`config.mk`:
```
export PLATFORM = sky130hd
export DESIGN_NAME = sdram_arb
export DESIGN_NICKNAME = d
export VERILOG_FILES = /design/src/rtl/sdram_arb.sv
export SDC_FILE = /design/constraint.sdc
export NUM_CORES = 1
export LEC_CHECK = 0
export CAP_MARGIN = 40
export CELL_PAD_IN_SITES_DETAIL_PLACEMENT = 1
export CELL_PAD_IN_SITES_GLOBAL_PLACEMENT = 1
export CORE_MARGIN = 2
export CORE_UTILIZATION = 33
export DETAILED_ROUTE_END_ITERATION = 12
export PLACE_DENSITY = 0.89
export SETUP_SLACK_MARGIN = 0.05
export SYNTH_ARGS = -nofsm -noshare
export SYNTH_HDL_FRONTEND = slang
export SYNTH_SLANG_ARGS = --single-unit
```
`constraint.sdc`:
```
create_clock -name clk -period 7.4 [get_ports clk]
set_input_delay 1.48 -clock clk [delete_from_list [all_inputs] [get_ports clk]]
set_output_delay 1.48 -clock clk [all_outputs]
set_load 0.1 [all_outputs]
```
`src/rtl/sdram_arb.sv`:
```
// sdram_arb: two-port round-robin arbiter with an auto-refresh scheduler in
// front of a single SDRAM controller channel. Port 0 serves cartridge
// CPU/PPU fetches and port 1 serves the QSPI loader. Refresh ticks are
// counted in `pending` and may be postponed up to MAX_POSTPONE ticks.
module sdram_arb #(
  parameter int ADDR_W           = 22,
  parameter int REFRESH_INTERVAL = 780,
  parameter int MAX_POSTPONE     = 8
) (
  input  logic              clk,
  input  logic              rst_n,
  input  logic              init_done,
  input  logic              r0_req,
  input  logic              r0_we,
  input  logic [ADDR_W-1:0] r0_addr,
  input  logic [15:0]       r0_wdata,
  output logic              r0_ack,
  input  logic              r1_req,
  input  logic              r1_we,
  input  logic [ADDR_W-1:0] r1_addr,
  input  logic [15:0]       r1_wdata,
  output logic              r1_ack,
  output logic [15:0]       rdata,
  output logic              m_req,
  output logic              m_we,
  output logic [ADDR_W-1:0] m_addr,
  output logic [15:0]       m_wdata,
  input  logic              m_ack,
  input  logic [15:0]       m_rdata,
  output logic              refresh_req,
  input  logic              refresh_done,
  output logic              overrun
);

  localparam int CNT_W  = $clog2(REFRESH_INTERVAL);
  localparam int PEND_W = $clog2(MAX_POSTPONE + 1);
  localparam logic [CNT_W-1:0]  CNT_LAST = CNT_W'(REFRESH_INTERVAL - 1);
  localparam logic [PEND_W-1:0] PEND_MAX = PEND_W'(MAX_POSTPONE);

  localparam logic [2:0] S_IDLE    = 3'd0;
  localparam logic [2:0] S_GRANT0  = 3'd1;
  localparam logic [2:0] S_GRANT1  = 3'd2;
  localparam logic [2:0] S_REFRESH = 3'd3;
  localparam logic [2:0] S_DONE    = 3'd4;

  logic [2:0]        state;
  logic [CNT_W-1:0]  cnt;
  logic [PEND_W-1:0] pending;
  logic              last;
  logic              tick;
  logic              rf_done;

  // A tick is the wrap of the interval counter; refresh_done only counts
  // while a refresh is actually outstanding.
  assign tick    = init_done && (cnt == CNT_LAST);
  assign rf_done = (state == S_REFRESH) && refresh_done;

  // Refresh interval counter, frozen at 0 until the SDRAM is initialised.
  always_ff @(posedge clk or negedge rst_n) begin
    if (!rst_n)          cnt <= '0;
    else if (!init_done) cnt <= '0;
    else if (tick)       cnt <= '0;
    else                 cnt <= cnt + 1'b1;
  end

  // Outstanding refresh bookkeeping; a tick lost at saturation is sticky.
  always_ff @(posedge clk or negedge rst_n) begin
    if (!rst_n) begin
      pending <= '0;
      overrun <= 1'b0;
    end else if (tick && !rf_done) begin
      if (pending == PEND_MAX) overrun <= 1'b1;
      else                     pending <= pending + 1'b1;
    end else if (!tick && rf_done && (pending != '0)) begin
      pending <= pending - 1'b1;
    end
  end

  // Arbitration FSM and registered controller/requester outputs.
  always_ff @(posedge clk or negedge rst_n) begin
    if (!rst_n) begin
      state       <= S_IDLE;
      last        <= 1'b1;
      m_req       <= 1'b0;
      m_we        <= 1'b0;
      m_addr      <= '0;
      m_wdata     <= '0;
      r0_ack      <= 1'b0;
      r1_ack      <= 1'b0;
      rdata       <= '0;
      refresh_req <= 1'b0;
    end else begin
      case (state)
        S_IDLE: begin
          if (init_done) begin
            if (pending == PEND_MAX) begin
              // Postponement budget exhausted: refresh beats traffic.
              state       <= S_REFRESH;
              refresh_req <= 1'b1;
            end else if (r0_req && (!r1_req || last)) begin
              state   <= S_GRANT0;
              m_req   <= 1'b1;
              m_we    <= r0_we;
              m_addr  <= r0_addr;
              m_wdata <= r0_wdata;
              last    <= 1'b0;
            end else if (r1_req) begin
              state   <= S_GRANT1;
              m_req   <= 1'b1;
              m_we    <= r1_we;
              m_addr  <= r1_addr;
              m_wdata <= r1_wdata;
              last    <= 1'b1;
            end else if (pending != '0) begin
              state       <= S_REFRESH;
              refresh_req <= 1'b1;
            end
          end
        end
        S_GRANT0: begin
          if (m_ack) begin
            m_req  <= 1'b0;
            r0_ack <= 1'b1;
            rdata  <= m_rdata;
            state  <= S_DONE;
          end
        end
        S_GRANT1: begin
          if (m_ack) begin
            m_req  <= 1'b0;
            r1_ack <= 1'b1;
            rdata  <= m_rdata;
            state  <= S_DONE;
          end
        end
        S_REFRESH: begin
          if (refresh_done) begin
            refresh_req <= 1'b0;
            state       <= S_IDLE;
          end
        end
        S_DONE: begin
          // Requests are ignored here so a requester dropping req at this
          // edge is not granted a second time.
          r0_ack <= 1'b0;
          r1_ack <= 1'b0;
          state  <= S_IDLE;
        end
        default: state <= S_IDLE;
      endcase
    end
  end

endmodule

```
# Word-level counts from Yosys, hierarchy flattened
# Cells that the tools add are included.
# word_totals
word_cells	99
reg_bits	78
out_inout_bits	60
in_bits	101
# op_classes
n_bitwise	1
mux	36
eq_ne	18
n_reduce_logical	28
addsub	3
# op_table
cell	count
$mux 22	2
$mux 16	2
$mux 3	7
$mux 10	2
$mux 1	15
$mux 4	3
$ne 2x2->1 const B	6
$ne 3x3->1 const B	4
$reduce_bool 2->1	6
$add 10x1->10 const B	1
$eq 10x10->1 const B	1
$reduce_and 2->1	5
$pmux 3 s3	1
$pmux 1 s2	4
$reduce_and 4->1	2
$eq 3x2->1 const B	2
$logic_and 1x1->1	6
$reduce_and 6->1	1
$ne 5x5->1 const B	1
$reduce_and 5->1	1
$add 4x1->4 const B	1
$eq 4x4->1 const B	1
$reduce_bool 4->1	1
$sub 4x1->4 const B	1
8 further kinds	10

# Depth between registers and ports, before layout
# Gate-level depths: netlist of run 1.
# depth
ltp_word	7
depth_mapped	9
depth_no_buf	9

# Worst setup path before layout of run 1
# Ideal clock, no wire load.
# synth_timing
path_kind	input to register
startpoint	in refresh_done
endpoint	reg pending[3]
required_ns	7.276
setup_ns	0.124
n_path_buf	0
path_slack_ns	4.173
cell_stages	8
arrival_ns	3.103
cell_sequence	and4b_1 or4_4 ha_1 a21o_1 a21oi_1 xor2_1 nor2_2 xor2_1
# synth_between
elab_chain_cells	5
word_cells_on_any_way	9
classes_between	1 x eq/ne; 1 x mux; 7 x reduce/logical
# synth_rtl
item	line	text
from (decl)	31	input logic refresh_done,
$logic_and 1x1->1 *	56	assign rf_done = (state == S_REFRESH) && refresh_done;
$logic_not 1->1 / $logic_and 1x1->1 (equally long branches)	71, 74	
$logic_and 1x1->1 (on tied branches)	71, 74	
$ne 2x2->1 (no line) / $reduce_bool 2->1 (equally long branches)	--	
$reduce_and 2->1 (no line)	--	
to (signal assigned)	73	else pending <= pending + 1'b1;
to (signal assigned)	75	pending <= pending - 1'b1;
to (decl)	48	logic [PEND_W-1:0] pending;
# Every way passes the cells marked *; elsewhere a longest branch is shown, timed or not.
# A chain may end at the register's enable or synchronous reset.

# Worst setup path in the final report of run 1
# layout_timing
startpoint	in init_done
endpoint	reg pending[3]
# layout_between
elab_chain_cells	6
word_cells_on_any_way	9
classes_between	1 x eq/ne; 1 x mux; 7 x reduce/logical
# layout_rtl
item	line	text
from (decl)	12	input logic init_done,
$logic_and 1x1->1 *	55	assign tick = init_done && (cnt == CNT_LAST);
$logic_not 1->1	74	end else if (!tick && rf_done && (pending != '0)) begin
$logic_and 1x1->1 (2 in series)	74	
$reduce_bool 2->1 (no line)	--	
$reduce_and 2->1 (no line)	--	
# Marks and branches as above.

==> impl_metrics.sql, run 1 <==
INSERT INTO impl_metrics (metric_group, metric, value, unit) VALUES
('timing', 'setup_total_negative_slack', '0', 'ns'),
('yosys', 'synth_largest_type_area_fraction', '54.5', '%'),
('die', 'floorplan.io_pins', '161', ''),
('timing', 'maxSlewViolCount', '0', ''),
('job', 'max-cap-violations', '0', ''),
('placement', 'finalWeightedCongestion', '0.756', ''),
('setup_path', 'crit_path_max_incr_delay', '0.59', 'ns'),
('yosys', 'netlist_instances', '322', ''),
('cells_and_area', 'nets', '645', ''),
('clocking', 'cts_post_setup_buffers_inserted', '0', ''),
('clocking', 'ctsLongestPathBuffers', '2', ''),
('setup_path', 'critPathSlowestCell', 'or4_4', ''),
('timing', 'finalCritPeriodShare', '48.6', '%'),
('yosys', 'synthXorXnorAreaFrac', '2.97', '%'),
('yosys', 'most_used_standard_cell_by_instance_count_after_synthesis', 'dfrtp_1', ''),
('die', 'floorplan.core_area', '10400', 'sq um'),
('routing', 'routed_wire_length_per_instance', '18.2', 'um'),
('timing', 'fin_worst_skew', '0.0125', 'ns'),
('setup_path', 'critPathBufInv', '1', ''),
('cells_and_area', 'n_diodes', '0', ''),
('yosys', 'post_synth_instance_area', '3540', 'sq um'),
('setup_path', 'timing.critical_path.mode_cell', 'xor2_1', ''),
('cells_and_area', 'area_growth_synth_to_finish', '88.5', '%'),
('yosys', 'ys_seq_elements', '78', ''),
('setup_path', 'critical_path.endpoint_type', 'flop', ''),
('placement', 'place_worst_setup_slack', '3.46', 'ns'),
('timing', 'final.setup.worst_slack', '3.80', 'ns'),
('setup_path', 'ordered_list_of_cells_on_the_worst_path', 'clkdlybuf4s50_1 -> nand4_1 -> or4_4 -> ha_1 -> a21o_1 -> a21oi_1 -> xor2_1 -> nor2_2 -> xor2_1', ''),
('yosys', 'synthTopCellsByCount', 'dfrtp_1 (77), nor2_1 (56), a21oi_1 (46)', ''),
('setup_path', 'crit_required', '7.64', 'ns'),
('yosys', 'post_synth_fa_ha_maj_area_fraction', '1.63', '%'),
('yosys', 'synth-edff-count', '0', ''),
('global_route', 'first_global_vias', '3705', ''),
('die', 'rows', '37', ''),
('setup_path', 'cp_top_family', 'simple AND/OR/NAND/NOR gates', ''),
('clocking', 'tritoncts_num_sinks', '78', ''),
('clocking', 'clkSlewWorstSetupHoldPaths', '0.08', 'ns'),
('routing', 'drt_wl_total', '12.4', 'mm'),
('clocking', 'htreeDepth', '3', ''),
('timing', 'worst-slew-pin-transition', '0.608', 'ns'),
('status', 'status', 'finished, final reports clean', ''),
('timing', 'finalSetupViolations', '0', ''),
('placement', 'post_dp_cell_area', '6440', 'sq um'),
('die', 'die-width', '108', 'um'),
('routing', 'iteration_0_drc_count_of_the_detailed_router', '97', ''),
('routing', 'routed_via_density', '4.84', ''),
('yosys', 'syn-mean-instance-area', '11.0', 'sq um'),
('timing', 'clock.fmax', '278', 'MHz'),
('routing', 'drc_errors', '0', ''),
('global_route', 'antenna_found_initial', '0', ''),
('placement', 'portBuffers', '160', ''),
('yosys', 'synth_top_cell_by_area', 'dfrtp_1', ''),
('cells_and_area', 'postLayoutCellArea', '6670', 'sq um'),
('yosys', 'largest_family_of_logic_cells_by_synthesized_area', 'multiplexers', ''),
('setup_path', 'critPathMaxFanout', '5', ''),
('global_route', 'largest_net_degree_at_the_start_of_global_routing', '65', ''),
('setup_path', 'setup.worst_path.class', 'in -> reg', ''),
('timing', 'timing.final.crit_period', '3.60', 'ns'),
('die', 'chipHeight', '108', 'um'),
('timing', 'rsz0062_at_grt', 'no', ''),
('yosys', 'synth_seq_area_share', '55.2', '%'),
('clocking', 'cts_root_buf', 'clkbuf_8', ''),
('yosys', 'async_reset_ff_share', '100', '%'),
('routing', 'detail_route.first_pass.iterations', '5', ''),
('clocking', 'clock_tree_from_tritoncts', 'built', ''),
('timing', 'maxSlewHeadroom', '59.5', '%'),
('yosys', 'fraction_of_the_mapped_netlist_area_in_compound_gates', '9.06', '%'),
('clocking', 'holdBufCountCts', '0', ''),
('global_route', 'grt_usage', '22.3', '%'),
('global_route', 'globalRouteOverflowTotal', '0', ''),
('cells_and_area', 'final_layout_size_suffix_gt1_share', '19.6', '%');
## cells in the final DEF, fill, tap and decap left out, types with 3 or more instances in the layout
master,n
clkbuf_8,10
xnor2_1,7
nand3_1,5
clkdlybuf4s50_1,159
buf_16,19
a21oi_1,46
nor2_1,56
buf_4,5
o21ai_0,7
buf_8,42
mux2_2,18
mux2i_1,41
dfrtp_1,77
ha_1,3
inv_1,5
a31oi_1,3
xor2_1,5
clkinvlp_4,3
nand2_1,7
nor3_1,3
## tightest hold or removal path: cells and delay by family, from the launching register on
family / cells / cell delay, ns
AO/OA/AOI/OAI: 1 / 0.04
flip-flops: 1 / 0.35
AND/OR/NAND/NOR: 1 / 0.07
## routing by layer
metal  share of wire, %  vias to the layer above  GRT usage [%]
met5                  0                        -              0
met4                1.8                        0           6.32
met3                6.7                       15           6.66
met2                 55                      121           42.3
met1                 37                     1614           23.6
li1                   -                     1547              -
## logic make-up (layout without fill, tap and decap cells)
group | Yosys count | after routing
xor+xnor | 12 | 12
buf+inv | 23 | 246
flops | 78 | 78
fa+ha+maj | 4 | 4
simple gates | 84 | 84
compound gates | 61 | 61
mux | 60 | 60
## sequential cells by signal (all words and copies together), names as in the netlist
| signal | cells |
|---|---|
| r0_ack | 1 |
| m_addr | 22 |
| m_req | 1 |
| r1_ack | 1 |
| refresh_req | 1 |
| state | 3 |
| m_we | 1 |
| last | 1 |
| m_wdata | 16 |
| overrun | 1 |
| rdata | 16 |
| cnt | 10 |
| pending | 4 |
## worst paths after layout
check                            startpoint     endpoint  slack, ns  cells after the start
worst min register to register  refresh_req  refresh_req       0.50                      2
worst max register to register       cnt[7]   pending[3]       4.68                      8
min in group asynchronous             rst_n       r1_ack       0.99                      1
max in group asynchronous             rst_n         last       5.81                      2
worst min-delay path            refresh_req  refresh_req       0.50                      2
worst max-delay path              init_done   pending[3]       3.80                      9
## metrics by stage
stage | cells | utilization, % | hold slack [ns]
6_report | 681 | 64.3 | 0.498
5_1_grt | 681 | 64.3 | 0.521
4_1_cts | 681 | 64.3 | 0.506
3_5_place_dp | 665 | 62.1 | 0.486
3_3_place_gp | 604 | 51.0 | 0.461
2_1_floorplan | 322 | - | 0.448
## layout make-up
cell class	instances	area [sq um]
Multi-Input combinational cell	221	1520
Timing Repair Buffer	225	2780
Clock buffer	11	141
Sequential cell	78	1950
Fill cell	1056	3700
Clock inverter	5	82.6
Tap cell	136	170
Inverter	5	18.8
Power of run 1 is left out: the tool's default activity adds up to more than one toggle a clock period on the data nets, which glitch-free logic cannot reach.
==> run 2: changes to the inputs <==
Settings changed: CORE_UTILIZATION 33 to 28, PLACE_DENSITY 0.89 to 0.81.
Clock period 7.4 ns to 3.2 ns, I/O delays scaled along.
==> run 2 against run 1 <==
Against the previous run:
- global-route usage is 7.8 points lower
- via count is 9.4% lower
- sequential share of layout area is 5.8 points higher
- first-iteration DRC count is 15% lower
- register-to-register slack worse by 4.1 ns
- core utilization is 20 points lower
- routed wire length is 19% lower
- setup slack worse by 3.3 ns
- final area is 17% lower
==> impl_metrics.sql, run 2 (synthesis gave the netlist of run 1 again) <==
INSERT INTO impl_metrics (metric_group, metric, value, unit) VALUES
('global_route', 'antenna_found_initial', '0', ''),
('global_route', 'globalRouteOverflowTotal', '0', ''),
('timing', 'timing.final.crit_period', '2.70', 'ns'),
('routing', 'drc_errors', '0', ''),
('setup_path', 'r2r-start', 'cnt[7]', ''),
('timing', 'setup_total_negative_slack', '0', 'ns'),
('clocking', 'tritoncts_buffers', '9', ''),
('clocking', 'htreeDepth', '3', ''),
('routing', 'iteration_0_drc_count_of_the_detailed_router', '82', ''),
('clocking', 'ctsLongestPathBuffers', '2', ''),
('clocking', 'holdBufCountCts', '0', ''),
('timing', 'clock.fmax', '371', 'MHz'),
('cells_and_area', 'area_growth_synth_to_finish', '57.4', '%'),
('cells_and_area', 'layout_top_registers', 'm_addr: 22 flops, m_wdata: 16 flops, rdata: 16 flops', ''),
('setup_path', 'r2r_slack', '0.53', 'ns'),
('global_route', 'globalRouteMet3Util', '3.43', '%'),
('cells_and_area', 'registers.top_by_ff_count', 'm_addr', ''),
('die', 'floorplan.io_pins', '161', ''),
('cells_and_area', 'final_layout_size_suffix_gt1_share', '22.1', '%'),
('min_path', 'hold_class', 'in -> async', ''),
('timing', 'maxSlewViolCount', '0', ''),
('routing', 'detail_route.first_pass.iterations', '4', ''),
('timing', 'report.final.hold_viol_count', '0', ''),
('setup_path', 'worstSetupStartpointType', 'input port', ''),
('routing', 'routed_wire_length_per_instance', '15.4', 'um'),
('placement', 'dp_hpwl', '7.87', 'mm'),
('setup_path', 'arrival_worst_endpoint', '2.91', 'ns'),
('cells_and_area', 'layout_commonest_cell', 'clkdlybuf4s50_1', ''),
('global_route', 'met2_usage', '25.7', '%'),
('placement', 'finalWeightedCongestion', '0.755', ''),
('die', 'die-width', '116', 'um'),
('setup_path', 'worst_r2r_path_depth', '8', ''),
('die', 'rows', '41', ''),
('global_route', 'grt_usage', '14.5', '%'),
('clocking', 'clock_latency', '0.33', 'ns'),
('global_route', 'top_usage_layer', 'met2', ''),
('timing', 'finalSetupViolations', '0', ''),
('die', 'die-area', '13500', 'sq um'),
('die', 'initial_core_util', '28.4', '%'),
('clocking', 'cts_post_setup_buffers_inserted', '0', ''),
('timing', 'worst-slew-pin-transition', '0.507', 'ns'),
('routing', 'final_antenna_net_count', '0', ''),
('routing', 'route.vias.total', '2987', ''),
('job', 'max-cap-violations', '0', ''),
('clocking', 'tritoncts_num_sinks', '78', ''),
('global_route', 'first_global_vias', '3075', ''),
('timing', 'finalCritPeriodShare', '84.3', '%'),
('setup_path', 'critical_path.reg2reg.endpoint', 'pending[3]', ''),
('cells_and_area', 'n_diodes', '0', ''),
('setup_path', 'critical_path.endpoint_type', 'flop', ''),
('setup_path', 'crit_required', '3.41', 'ns'),
('routing', 'routed_via_density', '4.55', ''),
('clocking', 'clkSlewWorstSetupHoldPaths', '0.06', 'ns'),
('cells_and_area', 'final-seq-area', '1950', 'sq um'),
('clocking', 'clock_tree_from_tritoncts', 'built', ''),
('setup_path', 'critPathMaxFanout', '5', ''),
('timing', 'maxSlewHeadroom', '66.2', '%'),
('routing', 'drt_wl_total', '10.1', 'mm'),
('clocking', 'cts_root_buf', 'clkbuf_16', ''),
('cells_and_area', 'nets', '585', ''),
('global_route', 'largest_net_degree_at_the_start_of_global_routing', '65', ''),
('cells_and_area', 'n_fill_cell', '1382', ''),
('cells_and_area', 'commonest_cells_after_routing_fill_and_taps_aside', 'clkdlybuf4s50_1 (99), dfrtp_1 (77), buf_4 (63)', ''),
('global_route', 'grtUsageMet1', '16.6', '%'),
('status', 'status', 'finished, final reports clean', ''),
('timing', 'rsz0062_at_grt', 'no', ''),
('placement', 'portBuffers', '160', ''),
('die', 'floorplan.core_area', '12500', 'sq um'),
('clocking', 'cts-resized-gates', '0', ''),
('die', 'chipHeight', '116', 'um'),
('setup_path', 'setup.worst_path.class', 'in -> reg', ''),
('cells_and_area', 'area_taken_by_multi_input_logic_gates', '1520', 'sq um'),
('cells_and_area', 'largest_register_ffs', '22', ''),
('global_route', 'grt_first_pass_wirelength', '15.2', 'mm'),
('timing', 'fin_worst_skew', '0.00630', 'ns');
[run 2: how the worst max path moves through the flow]
stage,startpoint,to
after CTS,init_done,pending[3]
after global routing,init_done,pending[3]
after detailed placement,init_done,pending[3]
after global placement,init_done,pending[3]
after floorplan,cnt[7],pending[3]
final,init_done,pending[3]
[run 2: routing by layer]
layer / part of all wire, % / vias up
li1: - / 1426
met4: 1.8 / 0
met1: 41 / 1446
met3: 7.4 / 12
met5: 0 / -
met2: 50 / 103
[run 2: through the flow]
step,utilization [%],worst slack [ns],cell area [sq um],cells,hold slack (ns)
2_1_floorplan,-,0.689,3540,322,0.344
3_3_place_gp,41.8,0.238,5210,640,0.468
3_5_place_dp,41.9,0.146,5230,641,0.472
4_1_cts,44.6,0.508,5560,656,0.294
5_1_grt,44.6,0.395,5560,656,0.308
6_report,44.6,0.502,5560,656,0.273
[run 2: worst max-delay path, stage by stage]
cell             delay, ns
clkdlybuf4s50_1       0.51
nand4_1               0.13
or4_4                 0.59
ha_1                  0.30
a21o_1                0.16
a21oi_1               0.17
xor2_1                0.21
nor2_2                0.06
xor2_1                0.15
[run 2: final cells by class]
class | instances | share of cell area [%]
well taps | 172 | 3.87
inverters | 5 | 0.337
repair buffers | 165 | 27.4
clock buffers | 9 | 4.05
flip-flops and latches | 78 | 35.1
multi-input cells | 221 | 27.3
clock inverters | 6 | 2.00
Power of run 2 is left out for the same reason.
